[src/rtl/ps2_input_router_pkg.sv]
// Shared constants, parser state type and event-code helper for the PS/2 input router.
package ps2_router_pkg;

  localparam logic [7:0] PS2_EXT = 8'hE0;
  localparam logic [7:0] PS2_BRK = 8'hF0;
  localparam logic [7:0] PS2_E1  = 8'hE1;

  localparam int MAP_ENTRY_W = 9;

  typedef enum logic [1:0] {
    IDLE    = 2'd0,
    EXT     = 2'd1,
    BRK     = 2'd2,
    EXT_BRK = 2'd3
  } parser_state_t;

  // Event codes are 1-based so that 0 can mean "no event" on an empty FIFO.
  function automatic logic [7:0] event_code(input logic [2:0] idx);
    return {5'b0, idx + 3'd1};
  endfunction

endpackage

[src/rtl/ps2_input_router_if.sv]
// Per-player key event stream: show-ahead valid/code with consumer ready.
interface ps2_input_router_if #(
  parameter int NUM_PLAYERS = 2
);

  logic [NUM_PLAYERS-1:0]   evt_valid;
  logic [NUM_PLAYERS*8-1:0] evt_code;
  logic [NUM_PLAYERS-1:0]   evt_ready;

  modport master (output evt_valid, output evt_code, input evt_ready);
  modport slave  (input evt_valid, input evt_code, output evt_ready);

endinterface

[src/rtl/ps2_input_router_event_fifo.sv]
// Show-ahead event FIFO with a sticky overflow flag; a full FIFO still accepts a push when popped in the same cycle.
module event_fifo #(
  parameter int DEPTH = 4,
  parameter int WIDTH = 8
) (
  input  logic             clock,
  input  logic             reset,
  input  logic             push,
  input  logic [WIDTH-1:0] push_data,
  input  logic             pop,
  output logic             valid,
  output logic [WIDTH-1:0] head,
  output logic             overflow
);

  localparam int AW = $clog2(DEPTH);
  localparam logic [AW:0] FULL_COUNT = (AW + 1)'(DEPTH);

  logic [WIDTH-1:0] mem [DEPTH];
  logic [AW-1:0]    wr_ptr;
  logic [AW-1:0]    rd_ptr;
  logic [AW:0]      count;
  logic             do_push;
  logic             do_pop;

  assign do_pop  = pop && (count != '0);
  assign do_push = push && ((count != FULL_COUNT) || do_pop);
  assign valid   = (count != '0);
  assign head    = valid ? mem[rd_ptr] : '0;

  always_ff @(posedge clock) begin
    if (do_push) mem[wr_ptr] <= push_data;
  end

  always_ff @(posedge clock) begin
    if (reset) begin
      wr_ptr   <= '0;
      rd_ptr   <= '0;
      count    <= '0;
      overflow <= 1'b0;
    end else begin
      if (do_push) wr_ptr <= wr_ptr + 1'b1;
      if (do_pop)  rd_ptr <= rd_ptr + 1'b1;
      case ({do_push, do_pop})
        2'b10:   count <= count + 1'b1;
        2'b01:   count <= count - 1'b1;
        default: count <= count;
      endcase
      if (push && !do_push) overflow <= 1'b1;
    end
  end

endmodule

[src/rtl/ps2_input_router.sv]
// Parses the PS/2 byte stream (E0/F0 prefixes), matches makes/breaks against a runtime key map
// and feeds per-player edge-only event FIFOs, held-key state and a game-reset pulse.
module ps2_input_router
  import ps2_router_pkg::*;
#(
  parameter int NUM_PLAYERS     = 2,
  parameter int KEYS_PER_PLAYER = 4,
  parameter int FIFO_DEPTH      = 4
) (
  input  logic                                              clock,
  input  logic                                              reset,
  input  logic [7:0]                                        ps2_key_data,
  input  logic                                              ps2_key_pressed,
  input  logic [NUM_PLAYERS*KEYS_PER_PLAYER*MAP_ENTRY_W-1:0] key_map,
  input  logic [7:0]                                        reset_code,
  ps2_input_router_if.master                                evt,
  output logic [NUM_PLAYERS*KEYS_PER_PLAYER-1:0]            held,
  output logic                                              game_reset_req,
  output logic [NUM_PLAYERS-1:0]                            overflow
);

  localparam int K = KEYS_PER_PLAYER;

  parser_state_t state;
  parser_state_t state_next;
  logic          make_evt;
  logic          brk_evt;
  logic          cur_ext;

  assign cur_ext = (state == EXT) || (state == EXT_BRK);

  always_comb begin
    state_next = state;
    make_evt   = 1'b0;
    brk_evt    = 1'b0;
    if (ps2_key_pressed) begin
      case (state)
        IDLE: begin
          if (ps2_key_data == PS2_EXT)      state_next = EXT;
          else if (ps2_key_data == PS2_BRK) state_next = BRK;
          else if (ps2_key_data != PS2_E1)  make_evt   = 1'b1;
        end
        EXT: begin
          if (ps2_key_data == PS2_BRK) begin
            state_next = EXT_BRK;
          end else if (ps2_key_data != PS2_EXT) begin
            make_evt   = 1'b1;
            state_next = IDLE;
          end
        end
        default: begin
          brk_evt    = 1'b1;
          state_next = IDLE;
        end
      endcase
    end
  end

  always_ff @(posedge clock) begin
    if (reset) state <= IDLE;
    else       state <= state_next;
  end

  logic [NUM_PLAYERS-1:0]      hit;
  logic [NUM_PLAYERS-1:0]      was_held;
  logic [NUM_PLAYERS-1:0]      push;
  logic [NUM_PLAYERS-1:0][2:0] hit_idx;

  // Descending scan so the lowest matching key index wins.
  always_comb begin
    hit      = '0;
    hit_idx  = '0;
    was_held = '0;
    for (int p = 0; p < NUM_PLAYERS; p++) begin
      for (int k = K - 1; k >= 0; k--) begin
        if ((ps2_key_data != 8'h00) &&
            (key_map[(p*K + k)*MAP_ENTRY_W +: MAP_ENTRY_W] == {cur_ext, ps2_key_data})) begin
          hit[p]      = 1'b1;
          hit_idx[p]  = 3'(k);
          was_held[p] = held[p*K + k];
        end
      end
    end
  end

  assign push = hit & ~was_held & {NUM_PLAYERS{make_evt}};

  always_ff @(posedge clock) begin
    if (reset) begin
      held <= '0;
    end else begin
      for (int p = 0; p < NUM_PLAYERS; p++) begin
        for (int k = 0; k < K; k++) begin
          if (hit[p] && (hit_idx[p] == 3'(k))) begin
            if (make_evt)     held[p*K + k] <= 1'b1;
            else if (brk_evt) held[p*K + k] <= 1'b0;
          end
        end
      end
    end
  end

  // Fires on every non-extended make of the reset code, repeats included.
  always_ff @(posedge clock) begin
    if (reset) game_reset_req <= 1'b0;
    else       game_reset_req <= make_evt && !cur_ext && (ps2_key_data == reset_code);
  end

  logic [NUM_PLAYERS-1:0]      fifo_valid;
  logic [NUM_PLAYERS*8-1:0]    fifo_code;
  logic [NUM_PLAYERS-1:0][7:0] push_code;

  assign evt.evt_valid = fifo_valid;
  assign evt.evt_code  = fifo_code;

  for (genvar p = 0; p < NUM_PLAYERS; p++) begin : g_player
    assign push_code[p] = event_code(hit_idx[p]);

    event_fifo #(
      .DEPTH (FIFO_DEPTH),
      .WIDTH (8)
    ) u_fifo (
      .clock     (clock),
      .reset     (reset),
      .push      (push[p]),
      .push_data (push_code[p]),
      .pop       (evt.evt_ready[p]),
      .valid     (fifo_valid[p]),
      .head      (fifo_code[p*8 +: 8]),
      .overflow  (overflow[p])
    );
  end

endmodule

[src/flat_wrapper.sv]
// flat-port wrapper written by rule: the top's interface ports become plain ports
module ps2_input_router_flat import ps2_router_pkg::*;
#(
  parameter int NUM_PLAYERS     = 2,
  parameter int KEYS_PER_PLAYER = 4,
  parameter int FIFO_DEPTH      = 4
)
  (clock, reset, ps2_key_data, ps2_key_pressed, key_map, reset_code, held, game_reset_req, overflow, evt_evt_valid, evt_evt_code, evt_evt_ready);
  ps2_input_router_if #(.NUM_PLAYERS(NUM_PLAYERS)) evt_i ();
  input  logic clock;
  input  logic reset;
  input  logic [7:0] ps2_key_data;
  input  logic ps2_key_pressed;
  input  logic [NUM_PLAYERS*KEYS_PER_PLAYER*MAP_ENTRY_W-1:0] key_map;
  input  logic [7:0] reset_code;
  output logic [NUM_PLAYERS*KEYS_PER_PLAYER-1:0] held;
  output logic game_reset_req;
  output logic [NUM_PLAYERS-1:0] overflow;
  output wire logic [$bits(evt_i.evt_valid)-1:0] evt_evt_valid;
  output wire logic [$bits(evt_i.evt_code)-1:0] evt_evt_code;
  input wire logic [$bits(evt_i.evt_ready)-1:0] evt_evt_ready;
  assign evt_evt_valid = evt_i.evt_valid;
  assign evt_evt_code = evt_i.evt_code;
  assign evt_i.evt_ready = evt_evt_ready;
  ps2_input_router #(.NUM_PLAYERS(NUM_PLAYERS), .KEYS_PER_PLAYER(KEYS_PER_PLAYER), .FIFO_DEPTH(FIFO_DEPTH)) u_core (.clock(clock), .reset(reset), .ps2_key_data(ps2_key_data), .ps2_key_pressed(ps2_key_pressed), .key_map(key_map), .reset_code(reset_code), .evt(evt_i), .held(held), .game_reset_req(game_reset_req), .overflow(overflow));
endmodule
[config.mk]
export PLATFORM = sky130hd
export DESIGN_NAME = ps2_input_router_flat
export DESIGN_NICKNAME = d
export VERILOG_FILES = /design/src/rtl/ps2_input_router_pkg.sv /design/src/rtl/ps2_input_router_if.sv /design/src/rtl/ps2_input_router_event_fifo.sv /design/src/rtl/ps2_input_router.sv /design/src/flat_wrapper.sv
export SDC_FILE = /design/constraint.sdc
export NUM_CORES = 1
export LEC_CHECK = 0
export ABC_AREA = 1
export CAP_MARGIN = 0
export CORE_MARGIN = 5
export CORE_UTILIZATION = 35
export DETAILED_ROUTE_END_ITERATION = 10
export PLACE_DENSITY = 0.69
export SLEW_MARGIN = 20
export SYNTH_ARGS = -nofsm -noshare
export SYNTH_HDL_FRONTEND = slang
export SYNTH_SLANG_ARGS = --single-unit
export TNS_END_PERCENT = 20
[constraint.sdc]
create_clock -name clock -period 8.6 [get_ports clock]
set_clock_uncertainty 0.1 [all_clocks]
set_input_delay 2.58 -clock clock [delete_from_list [all_inputs] [get_ports clock]]
set_output_delay 2.58 -clock clock [all_outputs]
set_load 0.01 [all_outputs]
==> results of run 1 <==
==> final cells by class <==
cell class / count / area (µm²)
repair buffers: 111 / 1110
clock inverters: 2 / 37.5
inverters: 109 / 424
flip-flops and latches: 55 / 1340
well taps: 176 / 220
multi-input cells: 526 / 2700
clock buffers: 6 / 129
fillers: 1347 / 7220
==> power breakdown <==
group          total (mW)  switching [mW]  internal (mW)
Combinational       0.267           0.151          0.116
Sequential          0.304          0.0173          0.287
Clock               0.224          0.0870          0.137
==> worst register-to-register path, cell delays in order, from the launching register on <==
cell      delay (ns)
dfxtp_1         0.73
inv_1           0.34
nand2_1         0.12
nand2_1         0.07
nor2_1          0.11
nand3_1         0.14
nor2_2          0.16
nor2_2          0.07
nand2_4         0.10
nand3_4         0.08
inv_2           0.06
nand2_2         0.06
nand2_2         0.08
inv_1           0.05
fa_1            0.38
nand3b_1        0.20
nand3_1         0.12
nand2_1         0.05
nor2_1          0.09
==> registers in the layout, summed over array words and instances, names as in the netlist, named ones only <==
signal	count
u_core.g_player.u_fifo.wr_ptr	4
u_core.g_player.u_fifo.rd_ptr	4
u_core.g_player.u_fifo.overflow	2
u_core.g_player.u_fifo.count	6
u_core.game_reset_req	1
u_core.held	8
u_core.state	2
u_core.g_player.u_fifo.mem	24
==> cell families after synthesis <==
family | share of synthesized area
and+or+nand+nor | 0.377
buffers and inverters | 0.143
AOI/OAI and AO/OA | 0.0966
DFF | 0.287
xor gates and xnor gates | 0.0449
adders and majority gates | 0.0514
other | 0.000802
==> routing by layer <==
metal  wire [µm]  vias to the layer above  GRT usage
met5           0                        -          0
met4         252                        0     0.0446
met3         923                       20     0.0294
met2        6020                      169      0.275
met1        5990                     1979      0.216
li1            -                     2384          -
==> path summary, 6_finish.rpt <==
kind | from | to | depth (start not counted)
worst min register to register | u_core.g_player[0].u_fifo.rd_ptr[1] | u_core.g_player[0].u_fifo.rd_ptr[1] | 2
worst max register to register | u_core.state[0] | u_core.g_player[1].u_fifo.count[2] | 18
worst max-delay path | ps2_key_data[6] | u_core.g_player[1].u_fifo.count[2] | 19
worst min-delay path | u_core.g_player[0].u_fifo.rd_ptr[1] | u_core.g_player[0].u_fifo.rd_ptr[1] | 2
==> cells in the mapped netlist (2+ instances only) <==
library cell	instances
inv_4	4
xor2_1	14
buf_2	2
nor2_1	103
fa_1	2
nand2_2	16
nor3_1	6
a21oi_1	28
inv_2	4
buf_6	9
o21ai_0	36
inv_1	100
xnor2_1	10
nor2_4	4
nand3_2	3
nand3_1	44
o21ai_1	8
nor2_2	11
nand3b_1	2
nand2_4	6
edfxtp_1	24
ha_1	16
or2_2	2
buf_4	17
o2111ai_1	2
dfxtp_1	31
nand2_1	183
nand4_1	4
nor4_1	2
o21a_1	2
==> stage by stage <==
stage                     total power, mW  std cells   util  hold WS (ns)
after floorplan                     0.481        719      -         0.336
after global placement              0.572        977  0.440         0.352
after detailed placement            0.575        977  0.440         0.358
after CTS                           0.802        985  0.452         0.369
after global routing                0.852        985  0.452         0.393
final                               0.796        985  0.452         0.366
==> results_dict.tcl, run 1 <==
set metrics [dict create \
    rsz0062_at_grt "no" \
    layout_common_cells "183 x nand2_1, 111 x clkdlybuf4s50_1, 103 x nor2_1" \
    gp_congestion 0.896 \
    drive_gt1_frac 0.0779 \
    io_buffer_count 111 \
    initial_utilization 0.355 \
    cts-buffers-inserted 5 \
    p_leak_nw 2.70 \
    timing.fmax_ghz 0.176 \
    place_area_mm2 0.00580 \
    critPathTopFamily "simple AND/OR/NAND/NOR gates" \
    grt_max_degree 22 \
    synth_top_cell_area_share 0.154 \
    nets 919 \
    cts_sinks 55 \
    clk_latency_ns 0.29 \
    avgSynthCellArea_um2 6.59 \
    die_x_um 126 \
    antennaDiodeCount 0 \
    period_share 0.662 \
    first_pass_iters 5 \
    crit_buf_inv 4 \
    status "complete, no violations" \
    ctsHoldBuffers 0 \
    synth_top_area_cell "edfxtp_1" \
    place_worst_setup_slack_ns 2.64 \
    clk_pin_slew_ns 0.07 \
    max-cap-violations 0 \
    setup_tns_ns 0 \
    path_max_fanout 11 \
    timing.critical_path.arrival_ns 5.82 \
    ir_drop_mv 0.0733 \
    syn_to_final_growth_pct 27.6 \
    cts_resized 0 \
    design_area_mm2 0.00597 \
    rows 42 \
    crit_required_ns 8.73 \
    drt_wl_total_um 13200 \
    grt_pass1_vias 4270 \
    grt_pass1_wl_um 21200 \
    critPathKind "input port to flop" \
    hp-class "flop to flop" \
    synth_area_leaders "edfxtp_1 15%, nand2_1 15%, dfxtp_1 13%" \
    synth_cell_types 45 \
    final_common_cell "nand2_1" \
    cts_tree "done" \
    critPathLaunchType "input port" \
    postRouteAntennaNets 0 \
    globalRoute.totalOverflow 0 \
    dieHeight_um 126 \
    min_period_ns 5.69 \
    slew_viol_final 0 \
    crit_path_max_incr_delay_ns 0.91 \
    cp_cell_sequence "clkdlybuf4s50_1 -> inv_1 -> nand2_1 -> nor2_1 -> nand2_4 -> nand3_1 -> nor2_1 -> nor2_2 -> nand2_4 -> nand3_4 -> inv_2 -> nand2_2 -> nand2_2 -> inv_1 -> fa_1 -> nand3b_1 -> nand3_1 -> nand2_1 -> nor2_1" \
    viasPerCell 4.62 \
    ys_ff_latch 55 \
    vias 4552 \
    setup_viol 0 \
    synth_edf_count 24 \
    avgRoutedWirePerCell_um 13.4 \
    cts-root-buf "clkbuf_16" \
    cp-end-kind "flop" \
    tightest_slew_ns 0.687 \
    cts_setup_buffers 0 \
    ios 122 \
    dieArea_mm2 0.0158 \
    yosysWarnings 0 \
    clock_path_buffers 2 \
    antenna_found_initial 0 \
    drc_errors 0 \
    dpl.hpwl_um 10700 \
    slew_headroom 0.541 \
    grt_use_total 0.163 \
    seq_area_frac_synth 0.287 \
    regToRegSetupSlack_ns 5.43 \
    path_common_cell "nor2_1" \
    syn_area_mm2 0.00468 \
    fin_ws_ns 2.91 \
    async_flop_share 0 \
    cts.htree.levels 2 \
    drtIter0Drc 259 \
    p_per_area_mw_per_mm2 133 \
    synth_top_flop_cell "dfxtp_1" \
    synthCells 710 \
    slowest_stage "clkdlybuf4s50_1" \
    hold_viol_final 0 \
    core_area_mm2 0.0132 \
]
No activity file was read; power rests on OpenSTA's default activity.
==> run 2: changes to the inputs <==
Settings changed: PLACE_DENSITY 0.69 to 0.71.
Clock period 8.6 ns to 4.9 ns, I/O delays scaled along.
==> run 2 against run 1 <==
Global-route usage hardly changed. Setup slack worse by 2.3 ns. Non-clock buffer count is 5 higher. Sequential power is 76% higher. Critical path type unchanged. Largest cell class unchanged. Highest routed layer unchanged.
==> results_dict.tcl, run 2 (same netlist as run 1, synthesis figures left out) <==
set metrics [dict create \
    largest-register "u_core.g_player.u_fifo.mem" \
    cts-root-buf "clkbuf_16" \
    die_x_um 126 \
    place_area_mm2 0.00584 \
    use_met1 0.219 \
    ir_drop_mv 0.122 \
    worstRegToRegCells 15 \
    io_buffer_count 111 \
    critPathLaunchType "input port" \
    largest_register_ffs 24 \
    slew_viol_final 0 \
    viasPerCell 4.63 \
    busiest_layer "met2" \
    p_seq_frac 0.393 \
    design_area_mm2 0.00599 \
    syn_to_final_growth_pct 28.0 \
    nets 924 \
    cts_sinks 55 \
    min_period_ns 4.24 \
    crit_required_ns 4.99 \
    hp-class "flop to flop" \
    swShare 0.337 \
    timing.fmax_ghz 0.236 \
    clk_pin_slew_ns 0.07 \
    drive_gt1_frac 0.0848 \
    clk_latency_ns 0.29 \
    r2r_end "u_core.g_player[1].u_fifo.count[2]" \
    drtIter0Drc 219 \
    slew_headroom 0.601 \
    hold_viol_final 0 \
    clock_path_buffers 2 \
    dieHeight_um 126 \
    rows 42 \
    grt_max_degree 22 \
    avgRoutedWirePerCell_um 13.3 \
    worstHoldStart "u_core.g_player[0].u_fifo.overflow" \
    cp-end-kind "flop" \
    whs_path_depth 1 \
    setup_viol 0 \
    antenna_found_initial 0 \
    drt_wl_total_um 13100 \
    cts-buffers-inserted 5 \
    initial_utilization 0.355 \
    tightest_slew_ns 0.597 \
    p_leak_nw 2.71 \
    power.clock.fraction 0.261 \
    path_max_fanout 19 \
    cts_resized 0 \
    whs_endpoint "u_core.g_player[0].u_fifo.overflow" \
    max-cap-violations 0 \
    rsz0062_at_grt "no" \
    power.switching_uw 457 \
    vias 4579 \
    first_pass_iters 5 \
    status "complete, no violations" \
    antennaDiodeCount 0 \
    drc_errors 0 \
    timing.critical_path.arrival_ns 4.33 \
    dieArea_mm2 0.0158 \
    cts_tree "done" \
    core_area_mm2 0.0132 \
    setup_tns_ns 0 \
    grt_use_total 0.163 \
    critPathKind "input port to flop" \
    globalRoute.totalOverflow 0 \
    met2_usage 0.275 \
    grt_pass1_wl_um 21200 \
    largestRegisters "u_core.g_player.u_fifo.mem x24, u_core.held x8, u_core.g_player.u_fifo.count x6" \
    regToRegSetupSlack_ns 1.90 \
    grt_pass1_vias 4247 \
    power_mw 1.36 \
    n_fill_cell 1327 \
    postRouteAntennaNets 0 \
    internal_power_uw 901 \
    cts.htree.levels 2 \
    whs_ns 0.365 \
    dpl.hpwl_um 10900 \
    use_met3 0.0281 \
    period_share 0.865 \
    r2r_start "u_core.state[0]" \
    cts_setup_buffers 0 \
    gp_congestion 0.970 \
    ctsHoldBuffers 0 \
    final_common_cell "nand2_1" \
    ios 122 \
    layout_common_cells "183 x nand2_1, 111 x clkdlybuf4s50_1, 103 x nor2_1" \
    p_per_area_mw_per_mm2 227 \
    pwr-share-comb 0.346 \
]
[run 2: cell types whose count changed in the layout (fill, tap and decap cells not counted)]
| cell | before | now |
|---|---|---|
| buf_4 | 0 | 5 |
| clkinv_4 | 0 | 2 |
| clkbuf_1 | 1 | 0 |
| bufinv_16 | 1 | 0 |
[run 2: area by class of cell]
cell class,instances,area (µm²),area share
Clock buffer,5,125,0.0209
Clock inverter,3,25.0,0.00418
Inverter,109,424,0.0708
Multi-Input combinational cell,526,2700,0.451
Sequential cell,55,1340,0.224
Tap cell,176,220,0.0368
Timing Repair Buffer,116,1150,0.192
[run 2: worst max-delay path: stages]
cell and delay (ns):
clkdlybuf4s50_1 0.79, inv_6 0.16, nand2_1 0.10, nor2_1 0.06, nand2_4 0.13, nand3_1 0.09
nor2_1 0.22, nor2_2 0.09, nand2_4 0.09, nand3_4 0.08, inv_2 0.06, nand2_2 0.06
nand2_2 0.09, inv_1 0.05, fa_1 0.37, nand3b_1 0.19, a21oi_1 0.16, nor2_1 0.05
[run 2: metal layers]
metal / wire length (µm) / vias up
met4: 173 / 0
met2: 6130 / 174
li1: - / 2397
met1: 5790 / 1995
met3: 1030 / 13
met5: 0 / -
[run 2: worst max-delay path by stage]
| stage | to | depth (start not counted) | slack [ns] | from |
|---|---|---|---|---|
| finish | u_core.g_player[1].u_fifo.count[2] | 18 | 0.66 | ps2_key_data[7] |
| floorplan | u_core.g_player[1].u_fifo.count[2] | 18 | 1.35 | ps2_key_data[2] |
| global route | u_core.g_player[1].u_fifo.count[2] | 18 | 0.39 | ps2_key_data[7] |
| CTS | u_core.g_player[1].u_fifo.count[2] | 18 | 0.70 | ps2_key_data[7] |
| global placement | u_core.g_player[1].u_fifo.count[2] | 18 | 0.45 | ps2_key_data[7] |
| detailed placement | u_core.g_player[1].u_fifo.count[2] | 18 | 0.39 | ps2_key_data[7] |
[run 2: through the flow]
stage	worst slack [ns]	instances	utilization
floorplan	1.35	719	-
global route	0.395	990	0.454
detailed placement	0.394	982	0.443
finish	0.659	990	0.454
global placement	0.445	982	0.443
CTS	0.699	990	0.454
[run 2: power groups by stage]
stage / combinational [mW] / sequential, mW / clock [mW]
finish: 0.470 / 0.534 / 0.354
global route: 0.529 / 0.539 / 0.383
global placement: 0.463 / 0.544 / 0
detailed placement: 0.467 / 0.545 / 0
CTS: 0.470 / 0.534 / 0.359
floorplan: 0.306 / 0.538 / 0
==> run 3: changes to the inputs <==
Settings changed: TNS_END_PERCENT 20 to not set.
==> results of run 3 <==
Final layout, timing and power as in run 2 (identical DEF).
